$ cat src/rtl/serial_mod3_transmitter.sv
// MSB-first parallel-to-serial transmitter that also reports the running residue mod 3 of the emitted prefix.
// Optional macro LSB_FIRST_EN: send bit 0 first and track residue with alternating bit weights.
module serial_mod3_transmitter #(
    parameter int WIDTH = 8
) (
    input  logic             clk,
    input  logic             reset,
    input  logic             load_valid,
    input  logic [WIDTH-1:0] load_data,
    output logic             load_ready,
    output logic             out,
    output logic             out_valid,
    output logic             last,
    output logic [1:0]       residue,
    output logic             mult3
);
    localparam int CW = (WIDTH > 1) ? $clog2(WIDTH) : 1;

    typedef enum logic {
        IDLE  = 1'b0,
        SHIFT = 1'b1
    } state_t;

    state_t           state_reg;
    logic [WIDTH-1:0] shreg_reg;
    logic [CW-1:0]    cnt_reg;
    logic [1:0]       res_reg;

    logic       shifting;
    logic       cur_bit;
    logic       accept;
    logic [1:0] res_next;

`ifdef LSB_FIRST_EN
    logic p_reg;

    // Bit weights 2^k are 1,2,1,2... mod 3, so p selects adding 1 or 2.
    function automatic logic [1:0] res_step(input logic [1:0] r, input logic p, input logic b);
        logic [1:0] s;
        s = r;
        if (b) begin
            case (r)
                2'd0:    s = p ? 2'd2 : 2'd1;
                2'd1:    s = p ? 2'd0 : 2'd2;
                default: s = p ? 2'd1 : 2'd0;
            endcase
        end
        return s;
    endfunction

    assign cur_bit  = shreg_reg[0];
    assign res_next = res_step(res_reg, p_reg, out);
`else
    // (2*r + b) mod 3 as a 2-bit lookup.
    function automatic logic [1:0] res_step(input logic [1:0] r, input logic b);
        logic [1:0] s;
        s = 2'd0;
        case ({r, b})
            3'b000:  s = 2'd0;
            3'b001:  s = 2'd1;
            3'b010:  s = 2'd2;
            3'b011:  s = 2'd0;
            3'b100:  s = 2'd1;
            3'b101:  s = 2'd2;
            default: s = 2'd0;
        endcase
        return s;
    endfunction

    assign cur_bit  = shreg_reg[WIDTH-1];
    assign res_next = res_step(res_reg, out);
`endif

    assign shifting   = (state_reg == SHIFT);
    assign out        = shifting & cur_bit;
    assign out_valid  = shifting;
    assign last       = shifting && (cnt_reg == '0);
    assign load_ready = !shifting || last;
    assign accept     = load_valid && load_ready;
    assign residue    = res_next;
    assign mult3      = shifting && (res_next == 2'd0);

    always_ff @(posedge clk or negedge reset) begin
        if (!reset) begin
            state_reg <= IDLE;
            shreg_reg <= '0;
            cnt_reg   <= '0;
            res_reg   <= 2'd0;
`ifdef LSB_FIRST_EN
            p_reg     <= 1'b0;
`endif
        end else if (accept) begin
            // Covers both an idle load and a gapless reload on the last bit.
            state_reg <= SHIFT;
            shreg_reg <= load_data;
            cnt_reg   <= CW'(WIDTH - 1);
            res_reg   <= 2'd0;
`ifdef LSB_FIRST_EN
            p_reg     <= 1'b0;
`endif
        end else if (shifting) begin
            if (last) begin
                state_reg <= IDLE;
                shreg_reg <= '0;
                res_reg   <= 2'd0;
`ifdef LSB_FIRST_EN
                p_reg     <= 1'b0;
`endif
            end else begin
`ifdef LSB_FIRST_EN
                shreg_reg <= {1'b0, shreg_reg[WIDTH-1:1]};
                p_reg     <= ~p_reg;
`else
                shreg_reg <= {shreg_reg[WIDTH-2:0], 1'b0};
`endif
                cnt_reg   <= cnt_reg - CW'(1);
                res_reg   <= res_next;
            end
        end
    end
endmodule

$ cat config.mk
export PLATFORM = sky130hd
export DESIGN_NAME = serial_mod3_transmitter
export DESIGN_NICKNAME = d
export VERILOG_FILES = /design/src/rtl/serial_mod3_transmitter.sv
export SDC_FILE = /design/constraint.sdc
export NUM_CORES = 1
export LEC_CHECK = 0
export CAP_MARGIN = 40
export CORE_UTILIZATION = 51
export DETAILED_ROUTE_END_ITERATION = 8
export PLACE_DENSITY = 0.92
export SYNTH_ARGS = -nofsm -noshare
export SYNTH_HDL_FRONTEND = slang
export SYNTH_SLANG_ARGS = --single-unit
$ cat constraint.sdc
create_clock -name clk -period 2.5 [get_ports clk]
set_clock_uncertainty 0.05 [all_clocks]
set_input_delay 0.625 -clock clk [delete_from_list [all_inputs] [get_ports clk]]
set_output_delay 0.625 -clock clk [all_outputs]
set_load 0.02 [all_outputs]
==> results_dict.tcl, run 1 <==
set metrics [dict create \
    outcome "finished clean" \
    synth_area_leaders "dfrtp_1 45%, mux2i_1 13%, a32oi_1 7.9%" \
    p_leak_nw 0.483 \
    start_kind "flop" \
    ant_nets 0 \
    ir_worst_vdd_mv 0.775 \
    cts.sinks 14 \
    combinationalPowerShare_pct 51.4 \
    clkPwrFrac_pct 14.0 \
    cap_viol_max_count 0 \
    hold_path_startpoint "cnt_reg[0]" \
    fill_cells 98 \
    maxSlewHeadroom_pct 56.7 \
    cts.htree.levels 1 \
    p_seq_share_pct 34.6 \
    gr-usage-met2_pct 40.2 \
    setup_viol 0 \
    arrival_ns 1.71 \
    cts_buffers 3 \
    syn_inst 74 \
    cp.required_ns 1.82 \
    crit_fanout 8 \
    antenna_found_initial 0 \
    finalSetupTns_ns 0 \
    clock_latency_ns 0.28 \
    grt_pass1_vias 558 \
    hold_path_depth 1 \
    placementRows 13 \
    hpwl_microns 1130 \
    post-route-min-period_ns 2.38 \
    dr.pass1.iters 4 \
    grt_pass1_wl_microns 2450 \
    use_met3_pct 4.89 \
    synth_top_area_share_pct 45.2 \
    power.density_mw_per_mm2 1160 \
    hold_buffers 0 \
    fin_hold_ws_ns 0.444 \
    drt_iter0_markers 16 \
    slew_violations 0 \
    cts_tree "done" \
    syn_area_per_cell_sq_um 10.5 \
    largest_reg_flops 8 \
    hold_viol_final 0 \
    max_freq_ghz 0.420 \
    syn_nets 87 \
    drive_above_1_share_pct 12.8 \
    drc 0 \
    use_met1_pct 27.5 \
    yosysTopAreaCell "dfrtp_1" \
    cts_root_buffer "clkbuf_4" \
    num_vias 638 \
    syn_to_final_growth_pct 28.5 \
    syn_area_sq_um 776 \
    core_area_sq_mm 0.00135 \
    track_usage_pct 23.7 \
    numPortBuffers 17 \
    worstMarginPinSlew_ns 0.647 \
    clock_path_buffers 2 \
    gp_congestion 0.643 \
    regArea_sq_um 352 \
    io_pins 18 \
    reg2reg_from "cnt_reg[0]" \
    reg2reg_setup_slack_ns 0.95 \
    power.switching_mw 0.473 \
    internal_power_mw 0.687 \
    synth.distinct_cells 25 \
    drt-vias-per-instance 5.85 \
    min_to "cnt_reg[0]" \
    rsz0062_at_grt "false" \
    grt_start_max_net_pins 22 \
    finalCritPeriodShare_pct 95.3 \
    start_util_pct 57.5 \
    hp-class "reg -> reg" \
    die_h_microns 41 \
    routed_wl_microns 1650 \
    clkSlewWorstSetupHoldPaths_ns 0.09 \
    multi_input_area_sq_um 373 \
    swShare_pct 40.8 \
    fin_nets 108 \
    overflow 0 \
    timing.rr.end "shreg_reg[4]" \
    die_w_microns 41 \
    critPathKind "reg -> out" \
    reg2reg_depth 7 \
    endpoint_kind "output pin" \
    ys_ff_latch 14 \
    wl_per_cell_microns 15.1 \
    synth-warning-count 0 \
    grt_busiest_layer "met2" \
    ys_seq_area_share_pct 45.2 \
    finalPower_mw 1.16 \
    n_antenna_cell 0 \
    dieArea_sq_mm 0.00168 \
    final_util_pct 73.9 \
]
## layout by cell type, fill, tap and decap left out, drive strengths merged
cell           count
inv                5
or3                1
xnor2              1
a21oi              1
a21boi             1
dlygate4sd2        3
xor2               1
nor2               2
nand3              1
nand2              2
ha                 2
buf                4
nand2b             3
o31ai              1
clkdlybuf4s50     13
a32oi              7
dlymetal6s2s       1
nor2b              1
a22o               1
o21ai             13
nor3               1
and2               1
dfrtp             14
mux2i             10
clkbuf             4
## cells in the mapped netlist
master and number:
a21boi_1 1, a21oi_1 1, a22o_1 1, a32oi_1 7, and2_1 1, buf_4 2, buf_6 1, clkbuf_1 2
dfrtp_1 14, ha_1 2, inv_1 4, inv_2 1, mux2i_1 10, nand2_1 2, nand2b_1 3, nand3_1 1
nor2_1 2, nor2b_4 1, nor3_1 1, o21ai_0 11, o21ai_1 2, o31ai_2 1, or3_1 1, xnor2_1 1
xor2_1 1
## per-stage QoR
stage          setup WS, ns  instances  instance area [sq um]
4_1_cts             0.00401        109                    993
2_1_floorplan         0.673         74                    776
5_1_grt              0.0243        109                    997
3_5_place_dp          0.225        105                    961
6_report              0.116        109                    997
3_3_place_gp          0.258        105                    961
## worst max path at each step
stage,slack (ns),start,cells after the start,end
global placement,0.26,cnt_reg[0],6,load_ready
global route,0.02,out_valid,3,residue[1]
floorplan,0.67,shreg_reg[7],2,mult3
detailed placement,0.22,cnt_reg[0],6,load_ready
finish,0.12,out_valid,3,residue[1]
CTS,0.004,out_valid,4,residue[0]
## worst max-delay path: stages (launching register included)
cell and delay [ns]:
dfrtp_2 0.47, nand2_1 0.15, mux2i_1 0.19, clkdlybuf4s50_1 0.61
## what timing repair did
| action | 4_1_cts | 5_1_grt |
|---|---|---|
| setup endpoints to repair | 3 | 2 |
| setup buffers | 0 | 0 |
| gates resized for setup | 3 | 2 |
## power by group through the flow
stage | combinational (mW) | sequential [mW] | clock (mW)
after floorplan | 0.412 | 0.385 | 0
after global placement | 0.600 | 0.394 | 0
after detailed placement | 0.619 | 0.403 | 0
after CTS | 0.601 | 0.401 | 0.167
after global routing | 0.670 | 0.413 | 0.178
final | 0.596 | 0.402 | 0.163
## area by class of cell
class / count / share of cell area, %
Tap cell: 15 / 1.88
Multi-Input combinational cell: 50 / 37.4
Inverter: 5 / 1.88
Timing Repair Buffer: 21 / 19.9
Clock buffer: 4 / 3.64
Sequential cell: 14 / 35.3
## cells by family (layout without fill, tap and decap cells)
family,Yosys count,in the layout,share of synthesized area [%]
AO/OA/AOI/OAI,24,24,20.6
flip-flops,14,14,45.2
AND/OR/NAND/NOR,12,12,9.03
multiplexers,10,10,12.9
buffers and inverters,10,30,6.77
adder cells (fa/ha/maj),2,2,3.23
XOR/XNOR,2,2,2.26
## per-layer routing
metal | share of wire (%) | routed length (microns) | vias to the layer above
met5 | 0 | 0 | -
met4 | 0.73 | 12 | 0
met3 | 4.1 | 67 | 2
met2 | 53 | 872 | 19
met1 | 42 | 694 | 307
li1 | - | - | 310
(Power assumes the default switching activity.)
==> inputs of run 2 (changes only) <==
Settings changed: SKIP_CTS_REPAIR_TIMING from default to 1.
==> run 2 against run 1 <==
Count of clock-buffer cells in the layout did not move. Fmax barely moved. Critical path type unchanged. Sequential share of layout area shrank 0.39 points. Global-route usage is the same.
==> results_dict.tcl, run 2 (synthesis gave the netlist of run 1 again) <==
set metrics [dict create \
    outcome "finished clean" \
    setup_viol 0 \
    num_vias 640 \
    clock_path_buffers 2 \
    hpwl_microns 1130 \
    start_kind "flop" \
    start_util_pct 57.5 \
    drc 0 \
    placed_cell_area_sq_um 961 \
    finalSetupTns_ns 0 \
    ir_worst_vdd_mv 0.778 \
    placementRows 13 \
    core_area_sq_mm 0.00135 \
    clock_latency_ns 0.28 \
    power.density_mw_per_mm2 1170 \
    dieArea_sq_mm 0.00168 \
    cp.required_ns 1.82 \
    cts_tree "done" \
    ant_nets 0 \
    overflow 0 \
    n_antenna_cell 0 \
    final_util_pct 74.7 \
    endpoint_kind "output pin" \
    drt_iter0_markers 11 \
    slew_violations 0 \
    io_pins 18 \
    rsz0062_at_grt "false" \
    hold_viol_final 0 \
    wl_per_cell_microns 15.1 \
    cts.sinks 14 \
    max_freq_ghz 0.420 \
    grt_start_max_net_pins 22 \
    fin_hold_ws_ns 0.444 \
    worstMarginPinSlew_ns 0.650 \
    die_w_microns 41 \
    dr.pass1.iters 4 \
    arrival_ns 1.71 \
    grt_pass1_vias 558 \
    gp_congestion 0.643 \
    post-route-min-period_ns 2.38 \
    cts_buffers 3 \
    numPortBuffers 17 \
    grt_pass1_wl_microns 2450 \
    finalPower_mw 1.18 \
    fin_area_sq_mm 0.00101 \
    crit_fanout 8 \
    p_leak_nw 0.515 \
    cts_root_buffer "clkbuf_4" \
    syn_to_final_growth_pct 30.0 \
    cap_viol_max_count 0 \
    clkSlewWorstSetupHoldPaths_ns 0.09 \
    drive_above_1_share_pct 12.8 \
    cts.htree.levels 1 \
    antenna_found_initial 0 \
    maxSlewHeadroom_pct 56.5 \
    fin_nets 108 \
    track_usage_pct 23.7 \
    largest_reg_flops 8 \
    finalCritPeriodShare_pct 95.4 \
    critPathKind "reg -> out" \
    layout_common_cells "13 x dfrtp_1, 13 x clkdlybuf4s50_1, 11 x o21ai_0" \
    hp-class "reg -> reg" \
    fill_cells 92 \
    drt-vias-per-instance 5.87 \
    routed_wl_microns 1650 \
    die_h_microns 41 \
]
==> run 2: changes by cell type in the layout (fill, tap and decap cells not counted), sizes merged <==
cell,delta
dlygate4sd2,-3
dlymetal6s2s,+3
==> run 2: critical path: stages (launching register included) <==
cell and delay [ns]:
dfrtp_2 0.47, nand2_1 0.15, mux2i_1 0.19, clkdlybuf4s50_1 0.61
==> run 2: power by group <==
part           switching [mW]  internal, mW
logic                   0.315         0.295
registers              0.0831         0.319
clock network          0.0747        0.0886
total                   0.473         0.702
==> run 2: metrics by stage <==
stage	setup WS [ns]	cells
2_1_floorplan	0.673	74
3_3_place_gp	0.258	105
3_5_place_dp	0.225	105
4_1_cts	-0.0959	109
5_1_grt	0.0243	109
6_report	0.116	109
==> run 2: area by class of cell <==
| class | instances | area [sq um] | area share (%) |
|---|---|---|---|
| Sequential cell | 14 | 352 | 34.9 |
| Tap cell | 15 | 18.8 | 1.86 |
| Multi-Input combinational cell | 50 | 373 | 37.0 |
| Timing Repair Buffer | 21 | 210 | 20.8 |
| Clock buffer | 4 | 36.3 | 3.60 |
| Inverter | 5 | 18.8 | 1.86 |
==> run 2: path summary, 6_finish.rpt <==
path | from | to | slack (ns) | depth (start not counted)
setup / recovery | out_valid | residue[1] | 0.12 | 3
hold / removal | shreg_reg[2] | shreg_reg[3] | 0.44 | 2
setup reg to reg | cnt_reg[0] | shreg_reg[4] | 0.95 | 7
hold reg to reg | shreg_reg[2] | shreg_reg[3] | 0.44 | 2
max in group asynchronous | reset | out_valid | 1.26 | 1
min in group asynchronous | reset | out_valid | 0.69 | 1
==> run 2: layer usage <==
layer | up-vias | track usage, % | share of wire (%)
met3 | 2 | 4.89 | 3.9
li1 | 311 | - | -
met5 | - | 0 | 0
met1 | 312 | 27.5 | 43
met2 | 15 | 40.2 | 52
met4 | 0 | 12.5 | 0.73
